<file path="src/rtl/pb_pulse_bank.sv">
// pb_pulse_bank
//   Multi-channel push-button conditioner. Every channel is independent and
//   has its own 2-flop synchroniser, stable-count debouncer, one-cycle press
//   and release strobes, and a long-press auto-repeat FSM (IDLE/HOLD/REPEAT).
//
// Ports:
//   clk            system clock, all state changes on the rising edge
//   rst_n          asynchronous active-low reset, clears all state
//   pb_in[N]       raw, asynchronous, bouncing button levels (1 = pressed)
//   repeat_en[N]   per-channel auto-repeat enable, synchronous to clk
//   pb_level[N]    debounced button level
//   press_pulse[N] one-cycle strobe, one clock after pb_level rises
//   release_pulse[N] one-cycle strobe, one clock after pb_level falls
//   repeat_pulse[N]  one-cycle auto-repeat strobe while the button is held
//   held[N]        1 while the channel is in REPEAT (lags the state by a cycle)
module pb_pulse_bank #(
    parameter int N             = 4,
    parameter int DEB_CYCLES    = 16,
    parameter int HOLD_CYCLES   = 100,
    parameter int REPEAT_CYCLES = 20,
    parameter int CNT_W         = 16
) (
    input  logic         clk,
    input  logic         rst_n,
    input  logic [N-1:0] pb_in,
    input  logic [N-1:0] repeat_en,
    output logic [N-1:0] pb_level,
    output logic [N-1:0] press_pulse,
    output logic [N-1:0] release_pulse,
    output logic [N-1:0] repeat_pulse,
    output logic [N-1:0] held
);

    // Terminal counts: each counter runs 0 .. X-1, so the compare is against X-1.
    localparam logic [CNT_W-1:0] DEB_LAST  = CNT_W'(DEB_CYCLES - 1);
    localparam logic [CNT_W-1:0] HOLD_LAST = CNT_W'(HOLD_CYCLES - 1);
    localparam logic [CNT_W-1:0] REP_LAST  = CNT_W'(REPEAT_CYCLES - 1);

    localparam logic [1:0] ST_IDLE   = 2'd0;
    localparam logic [1:0] ST_HOLD   = 2'd1;
    localparam logic [1:0] ST_REPEAT = 2'd2;

    for (genvar i = 0; i < N; i++) begin : g_ch
        logic             sync_q1;
        logic             sync_q2;
        logic [CNT_W-1:0] deb_cnt;
        logic             level_q;
        logic             level_d;
        logic             press_q;
        logic             release_q;
        logic             repeat_q;
        logic             held_q;
        logic [1:0]       state;
        logic [CNT_W-1:0] rcnt;
        logic             rise;
        logic             fall;

        // Edge detect on the debounced level; the strobes register these.
        assign rise = level_q & ~level_d;
        assign fall = ~level_q & level_d;

        // Synchroniser and debouncer. pb_level only toggles after the
        // synchronised input has disagreed with it for DEB_CYCLES edges.
        // NOTE: every flop here, counters included, is cleared by rst_n so a
        // press still present at reset release is seen as a fresh press.
        always_ff @(posedge clk or negedge rst_n) begin
            if (!rst_n) begin
                sync_q1 <= 1'b0;
                sync_q2 <= 1'b0;
                deb_cnt <= '0;
                level_q <= 1'b0;
                level_d <= 1'b0;
            end else begin
                // NOTE: non-blocking assignments so every flop samples the
                // pre-edge value of its source, giving a true 2-stage chain.
                sync_q1 <= pb_in[i];
                sync_q2 <= sync_q1;
                level_d <= level_q;
                if (sync_q2 == level_q) begin
                    deb_cnt <= '0;
                end else if (deb_cnt == DEB_LAST) begin
                    level_q <= ~level_q;
                    deb_cnt <= '0;
                end else begin
                    deb_cnt <= deb_cnt + 1'b1;
                end
            end
        end

        // Registered press/release strobes; rise and fall are exclusive.
        always_ff @(posedge clk or negedge rst_n) begin
            if (!rst_n) begin
                press_q   <= 1'b0;
                release_q <= 1'b0;
            end else begin
                press_q   <= rise;
                release_q <= fall;
            end
        end

        // Auto-repeat FSM. A release always wins over a coincident repeat
        // boundary, and HOLD parks at its terminal count while repeat_en is
        // low so that raising it fires a repeat on the very next edge.
        always_ff @(posedge clk or negedge rst_n) begin
            if (!rst_n) begin
                state    <= ST_IDLE;
                rcnt     <= '0;
                repeat_q <= 1'b0;
                held_q   <= 1'b0;
            end else begin
                repeat_q <= 1'b0;
                held_q   <= (state == ST_REPEAT);
                if (fall) begin
                    state <= ST_IDLE;
                    rcnt  <= '0;
                end else begin
                    case (state)
                        ST_IDLE: begin
                            if (rise) begin
                                state <= ST_HOLD;
                                rcnt  <= '0;
                            end
                        end
                        ST_HOLD: begin
                            if (rcnt == HOLD_LAST) begin
                                if (repeat_en[i]) begin
                                    repeat_q <= 1'b1;
                                    rcnt     <= '0;
                                    state    <= ST_REPEAT;
                                end
                            end else begin
                                rcnt <= rcnt + 1'b1;
                            end
                        end
                        ST_REPEAT: begin
                            if (!repeat_en[i]) begin
                                state <= ST_HOLD;
                                rcnt  <= HOLD_LAST;
                            end else if (rcnt == REP_LAST) begin
                                repeat_q <= 1'b1;
                                rcnt     <= '0;
                            end else begin
                                rcnt <= rcnt + 1'b1;
                            end
                        end
                        default: begin
                            state <= ST_IDLE;
                            rcnt  <= '0;
                        end
                    endcase
                end
            end
        end

        assign pb_level[i]      = level_q;
        assign press_pulse[i]   = press_q;
        assign release_pulse[i] = release_q;
        assign repeat_pulse[i]  = repeat_q;
        assign held[i]          = held_q;
    end

endmodule

</file>
<file path="config.mk">
export PLATFORM = sky130hd
export DESIGN_NAME = pb_pulse_bank
export DESIGN_NICKNAME = d
export VERILOG_FILES = /design/src/rtl/pb_pulse_bank.sv
export SDC_FILE = /design/constraint.sdc
export NUM_CORES = 1
export LEC_CHECK = 0
export CORE_UTILIZATION = 57
export CTS_CLUSTER_SIZE = 30
export DETAILED_ROUTE_END_ITERATION = 8
export GPL_ROUTABILITY_DRIVEN = 0
export PLACE_DENSITY = 0.82
export SYNTH_ARGS = -nofsm -noshare
export SYNTH_HDL_FRONTEND = slang
export SYNTH_SLANG_ARGS = --single-unit
</file>
<file path="constraint.sdc">
create_clock -name clk -period 6.75 [get_ports clk]
set_input_delay 1.6875 -clock clk [delete_from_list [all_inputs] [get_ports clk]]
set_output_delay 1.6875 -clock clk [all_outputs]
set_load 0.01 [all_outputs]
</file>
==> results.yml, run 1 <==
final_layout:
  drive_gt1_share_pct: 5.37
  final_cell_mix: "168 x dfrtp_1, 109 x nor2_1, 85 x nand2_1, 69 x nand3_1"
  fillers: 1239
  final_common_cell: "dfrtp_1"
  final_cells: 1137
  area_growth_pct: 9.58
  nNetsFinal: 980
  diodes: 0
  multi_input_area_mm2: 0.00430
  regArea_mm2: 0.00420
sta:
  slew_headroom_pct: 27.5
  tns_ps: 0
  slew_viol_final: 0
  finalCriticalPeriod_ps: 3270
  setup_viol: 0
  fin_crit_sh_pct: 48.4
  clock.fmax_mhz: 306
  worst_pin_slew_ps: 1080
  skew_ps: 6.69
  hold_viol_final: 0
  rsz0062_at_grt: "false"
clock_tree:
  cts_tree: "built"
  max-clock-path-buffers: 2
  cts_root_buf: "clkbuf_16"
  htree_levels: 4
  postCtsResizedCells: 0
  post_cts_buffers: 0
  cts.sinks: 168
  cts_buffers: 17
  postCtsHoldBufs: 0
  clkLatencyLatePin_ps: 430
  clk_pin_slew_ps: 60
pwr:
  p_leak_uw: 0.00413
  powerDensity_mw_per_mm2: 283
  switchingPower_uw: 879
  pwr-share-comb_pct: 24.8
  pwr-share-clk_pct: 34.3
  vdd_drop_max_mv: 0.196
  p_sw_share_pct: 31.9
  p_int_uw: 1880
  pwr-share-seq_pct: 40.9
grt:
  grt_pass1_wl_um: 31000
  grt-ovfl-total: 0
  grt_usage_pct: 23.8
  grt_pass1_vias: 6620
  grt_max_degree: 91
  antenna_found_initial: 0
setup_path:
  crit_fanout: 15
  path_class: "in -> reg"
  end_kind: "register"
  worstPathRequired_ps: 7070
  worstPathArrival_ps: 3580
  r2r_cells: 6
  cp-start-kind: "input pin"
detailed_routing:
  antenna_left: 0
  via_per_inst: 6.02
  drt_iter0_markers: 507
  routedWlPerCell_um: 15.6
  num_vias: 6848
  route.detailed.drc: 0
  drt_wl_total_um: 17800
  firstDrtPassIters: 5
synth:
  postSynthAreaPerCell_um2: 9.59
  synthDistinctLibCells: 64
  ys_ff_latch: 168
  ys_seq_area_share_pct: 47.3
  synth_edf_count: 0
  synth_nets: 966
  synthFlopType: "dfrtp_1"
  synthArstFlopShare_pct: 100
  yosysWarnings: 0
  syn_area_mm2: 0.00889
  synth_cells: 927
worst_hold_path:
  hold_depth: 0
  hold_class: "reg -> reg"
floorplanning:
  start_util_pct: 58.5
  placementRows: 45
  die_w_um: 127
  core_mm2: 0.0152
  io_pins: 30
  die_h_um: 127
  dieArea_mm2: 0.0161
job:
  cap_violations: 0
outcome:
  status: "complete, no violations"
place:
  place_hpwl_um: 11900
  placed_cells: 1110
  numPortBuffers: 29
==> layout make-up <==
| type | count | share of cell area [%] |
|---|---|---|
| Clock buffer | 22 | 4.66 |
| Multi-Input combinational cell | 683 | 44.1 |
| Inverter | 41 | 1.58 |
| Tap cell | 188 | 2.41 |
| Clock inverter | 5 | 1.03 |
| Sequential cell | 168 | 43.1 |
| Timing Repair Buffer | 30 | 3.07 |
==> logic make-up after synthesis <==
| kind of cell | synth area share (%) |
|---|---|
| AND/OR/NAND/NOR | 24.0 |
| flip-flops | 47.3 |
| AO/OA/AOI/OAI | 11.6 |
| buffers and inverters | 4.39 |
| XOR/XNOR | 7.39 |
| adder cells (fa/ha/maj) | 4.08 |
| multiplexers | 1.31 |
==> power by group through the flow <==
stage / Combinational (µW) / Clock [µW] / Sequential (µW)
finish: 684 / 945 / 1130
CTS: 677 / 960 / 1130
detailed placement: 667 / 0 / 1150
global placement: 650 / 0 / 1140
global route: 763 / 1010 / 1140
floorplan: 520 / 0 / 1130
==> worst paths after layout <==
check	from	endpoint	slack [ps]
max	repeat_en[3]	g_ch[3].rcnt[5]$_DFFE_PN0P_	3480
min	g_ch[1].sync_q1$_DFF_PN0_	g_ch[1].sync_q2$_DFF_PN0_	350
max reg2reg	g_ch[3].rcnt[0]$_DFFE_PN0P_	g_ch[3].rcnt[5]$_DFFE_PN0P_	3740
min reg2reg	g_ch[1].sync_q1$_DFF_PN0_	g_ch[1].sync_q2$_DFF_PN0_	350
max in group asynchronous	rst_n	g_ch[2].deb_cnt[9]$_DFF_PN0_	3920
min in group asynchronous	rst_n	g_ch[0].rcnt[12]$_DFFE_PN0P_	1330
==> metrics by stage <==
stage	hold WS, ps	area, µm²	utilization [%]	total power (µW)	setup WS, ps
floorplan	331	8890	-	1650	3940
global placement	334	9190	60.4	1790	3200
detailed placement	336	9190	60.4	1810	3100
CTS	355	9740	64.1	2760	3500
global route	357	9740	64.1	2910	3340
finish	351	9740	64.1	2760	3480
==> critical path, stage by stage <==
cell	delay, ps
clkdlybuf4s50_1	480
o31ai_2	950
nor2_1	200
a22o_1	270
==> registers in the layout, summed over array words and instances, names as in the netlist <==
signal,flops
g_ch.deb_cnt,64
g_ch.held_q,4
g_ch.level_d,4
g_ch.level_q,4
g_ch.press_q,4
g_ch.rcnt,64
g_ch.release_q,4
g_ch.repeat_q,4
g_ch.state,8
g_ch.sync_q1,4
g_ch.sync_q2,4
==> synthesized netlist by cell type, drive strengths merged, types with 20 or more instances <==
cell     n  area, µm²
dfrtp  168       4200
nor2   110        415
nand2   86        325
nand3   69        345
inv     41        154
xor2    41        359
xnor2   34        298
ha      29        363
o21ai   28        144
and3    25        156
nor4    25        156
buf     24        195
nand4   20        125
==> routing by layer <==
layer	part of all wire, %	global-route usage [%]	wire [µm]
met5	0	0	0
met4	1.5	8.61	267
met3	4.4	4.64	784
met2	48	38.5	8560
met1	46	32.2	8140
Power figures use the tool's default switching activity.
==> run 2: changes to the inputs <==
CORE_UTILIZATION = 56   (was 57)
PLACE_DENSITY = 0.84   (was 0.82)
clock period = 2.7 ns   (was 6.75 ns; I/O delays follow)
==> run 2 against run 1 <==
Hold slack worse by 160 ps. Global-route usage decreased by 1.0 points. First-iteration DRC count up 16%. Sequential power grew 150%. Flip-flop and latch count unchanged. Via count up 1.8%. Non-clock buffer count grew 16. Core utilization up 0.70 points. Cell area increased by 2.2%. Critical path type is now reg -> reg. Largest cell class unchanged.
==> results.yml, run 2 (synthesis gave the netlist of run 1 again) <==
final_layout:
  final_core_util_pct: 64.8
  drive_gt1_share_pct: 7.64
  final_common_cell: "dfrtp_1"
  final_cell_mix: "168 x dfrtp_1, 109 x nor2_1, 85 x nand2_1, 69 x nand3_1"
  area_growth_pct: 12.0
  nNetsFinal: 996
  design_area_mm2: 0.00996
  diodes: 0
  reg_top3: "g_ch.deb_cnt (64), g_ch.rcnt (64), g_ch.state (8)"
sta:
  fin_crit_sh_pct: 96.8
  setup_ws_ps: 86.0
  hold_viol_final: 0
  rsz0062_at_grt: "false"
  finalCriticalPeriod_ps: 2610
  tns_ps: 0
  clock.fmax_mhz: 383
  slew_headroom_pct: 43.9
  slew_viol_final: 0
  skew_ps: 5.34
  setup_viol: 0
  worst_pin_slew_ps: 831
detailed_routing:
  via_per_inst: 5.92
  num_vias: 6974
  firstDrtPassIters: 6
  routedWlPerCell_um: 14.8
  antenna_left: 0
  drt_iter0_markers: 587
  drt_wl_total_um: 17500
  route.detailed.drc: 0
place:
  place_hpwl_um: 12000
  place_area_mm2: 0.00936
  dp_slack_ps: 92.4
  numPortBuffers: 29
setup_path:
  path_class: "reg -> reg"
  cpLargestDelayFamily: "compound AO/OA/AOI/OAI gates"
  crit_fanout: 7
  cpPeakStageDelay_ps: 700
  worstPathRequired_ps: 2990
  worst-path-buf-inv: 1
  end_kind: "register"
  cp-start-kind: "register"
  reg2reg_slack_ps: 90
  worstPathArrival_ps: 2910
  cp_slowest_cell: "or4b_2"
  crit_chain: "ha_1 > or4b_2 > o41ai_1 > nand2_1 > buf_4 > a31oi_1 > o31ai_1"
clock_tree:
  clk_pin_slew_ps: 60
  cts_tree: "built"
  cts.sinks: 168
  max-clock-path-buffers: 2
  htree_levels: 4
  cts_root_buf: "clkbuf_16"
  clkLatencyLatePin_ps: 430
  cts_buffers: 17
pwr:
  powerDensity_mw_per_mm2: 716
  p_total_uw: 7130
  p_leak_uw: 0.00423
  vdd_drop_max_mv: 0.507
worst_hold_path:
  hold_class: "in -> async"
grt:
  grt_max_degree: 65
  grt-ovfl-total: 0
  grt_pass1_wl_um: 30100
  grt_usage_pct: 22.8
  grt_pass1_vias: 6444
  antenna_found_initial: 0
outcome:
  status: "complete, no violations"
floorplanning:
  start_util_pct: 57.8
  core_mm2: 0.0154
  io_pins: 30
  dieArea_mm2: 0.0164
  die_w_um: 128
  die_h_um: 128
  placementRows: 45
job:
  cap_violations: 0
-- run 2: repair_timing --
action                     CTS  global route
resized for setup            1             2
setup endpoints to repair    1             7
setup buffers                0             1
hold buffers                 0             0
pin swaps                    0             1
-- run 2: metal layers --
metal | GRT usage [%] | vias up | share of wire [%]
met5 | 0 | - | 0
met4 | 8.93 | 0 | 1.8
met3 | 4.34 | 30 | 4.8
met2 | 36.4 | 217 | 48
met1 | 30.8 | 3375 | 46
li1 | - | 3352 | -
-- run 2: per-stage QoR --
step                instances  hold slack (ps)
floorplan                 927              331
global placement         1148              332
detailed placement       1148              336
CTS                      1178              214
global route             1179              236
finish                   1179              192
-- run 2: where the power goes --
| part | internal (µW) | switching, µW |
|---|---|---|
| registers | 2670 | 149 |
| logic | 686 | 1190 |
| clock network | 1490 | 952 |
-- run 2: path summary, 6_finish.rpt --
path,startpoint,end,depth (start not counted)
worst max-delay path,g_ch[2].rcnt[0]$_DFFE_PN0P_,g_ch[2].rcnt[4]$_DFFE_PN0P_,7
worst min-delay path,rst_n,g_ch[0].rcnt[5]$_DFFE_PN0P_,1
worst min register to register,g_ch[3].sync_q1$_DFF_PN0_,g_ch[3].sync_q2$_DFF_PN0_,0
worst max register to register,g_ch[2].rcnt[0]$_DFFE_PN0P_,g_ch[2].rcnt[4]$_DFFE_PN0P_,7
max in group asynchronous,rst_n,g_ch[3].rcnt[5]$_DFFE_PN0P_,2
min in group clk,g_ch[3].sync_q1$_DFF_PN0_,g_ch[3].sync_q2$_DFF_PN0_,0
-- run 2: final cells by class --
type / instances / area, µm²
Clock buffer: 21 / 460
Tap cell: 211 / 264
Timing Repair Buffer: 46 / 444
Sequential cell: 168 / 4200
Fill cell: 1177 / 5410
Inverter: 41 / 154
Clock inverter: 9 / 125
Multi-Input combinational cell: 683 / 4310
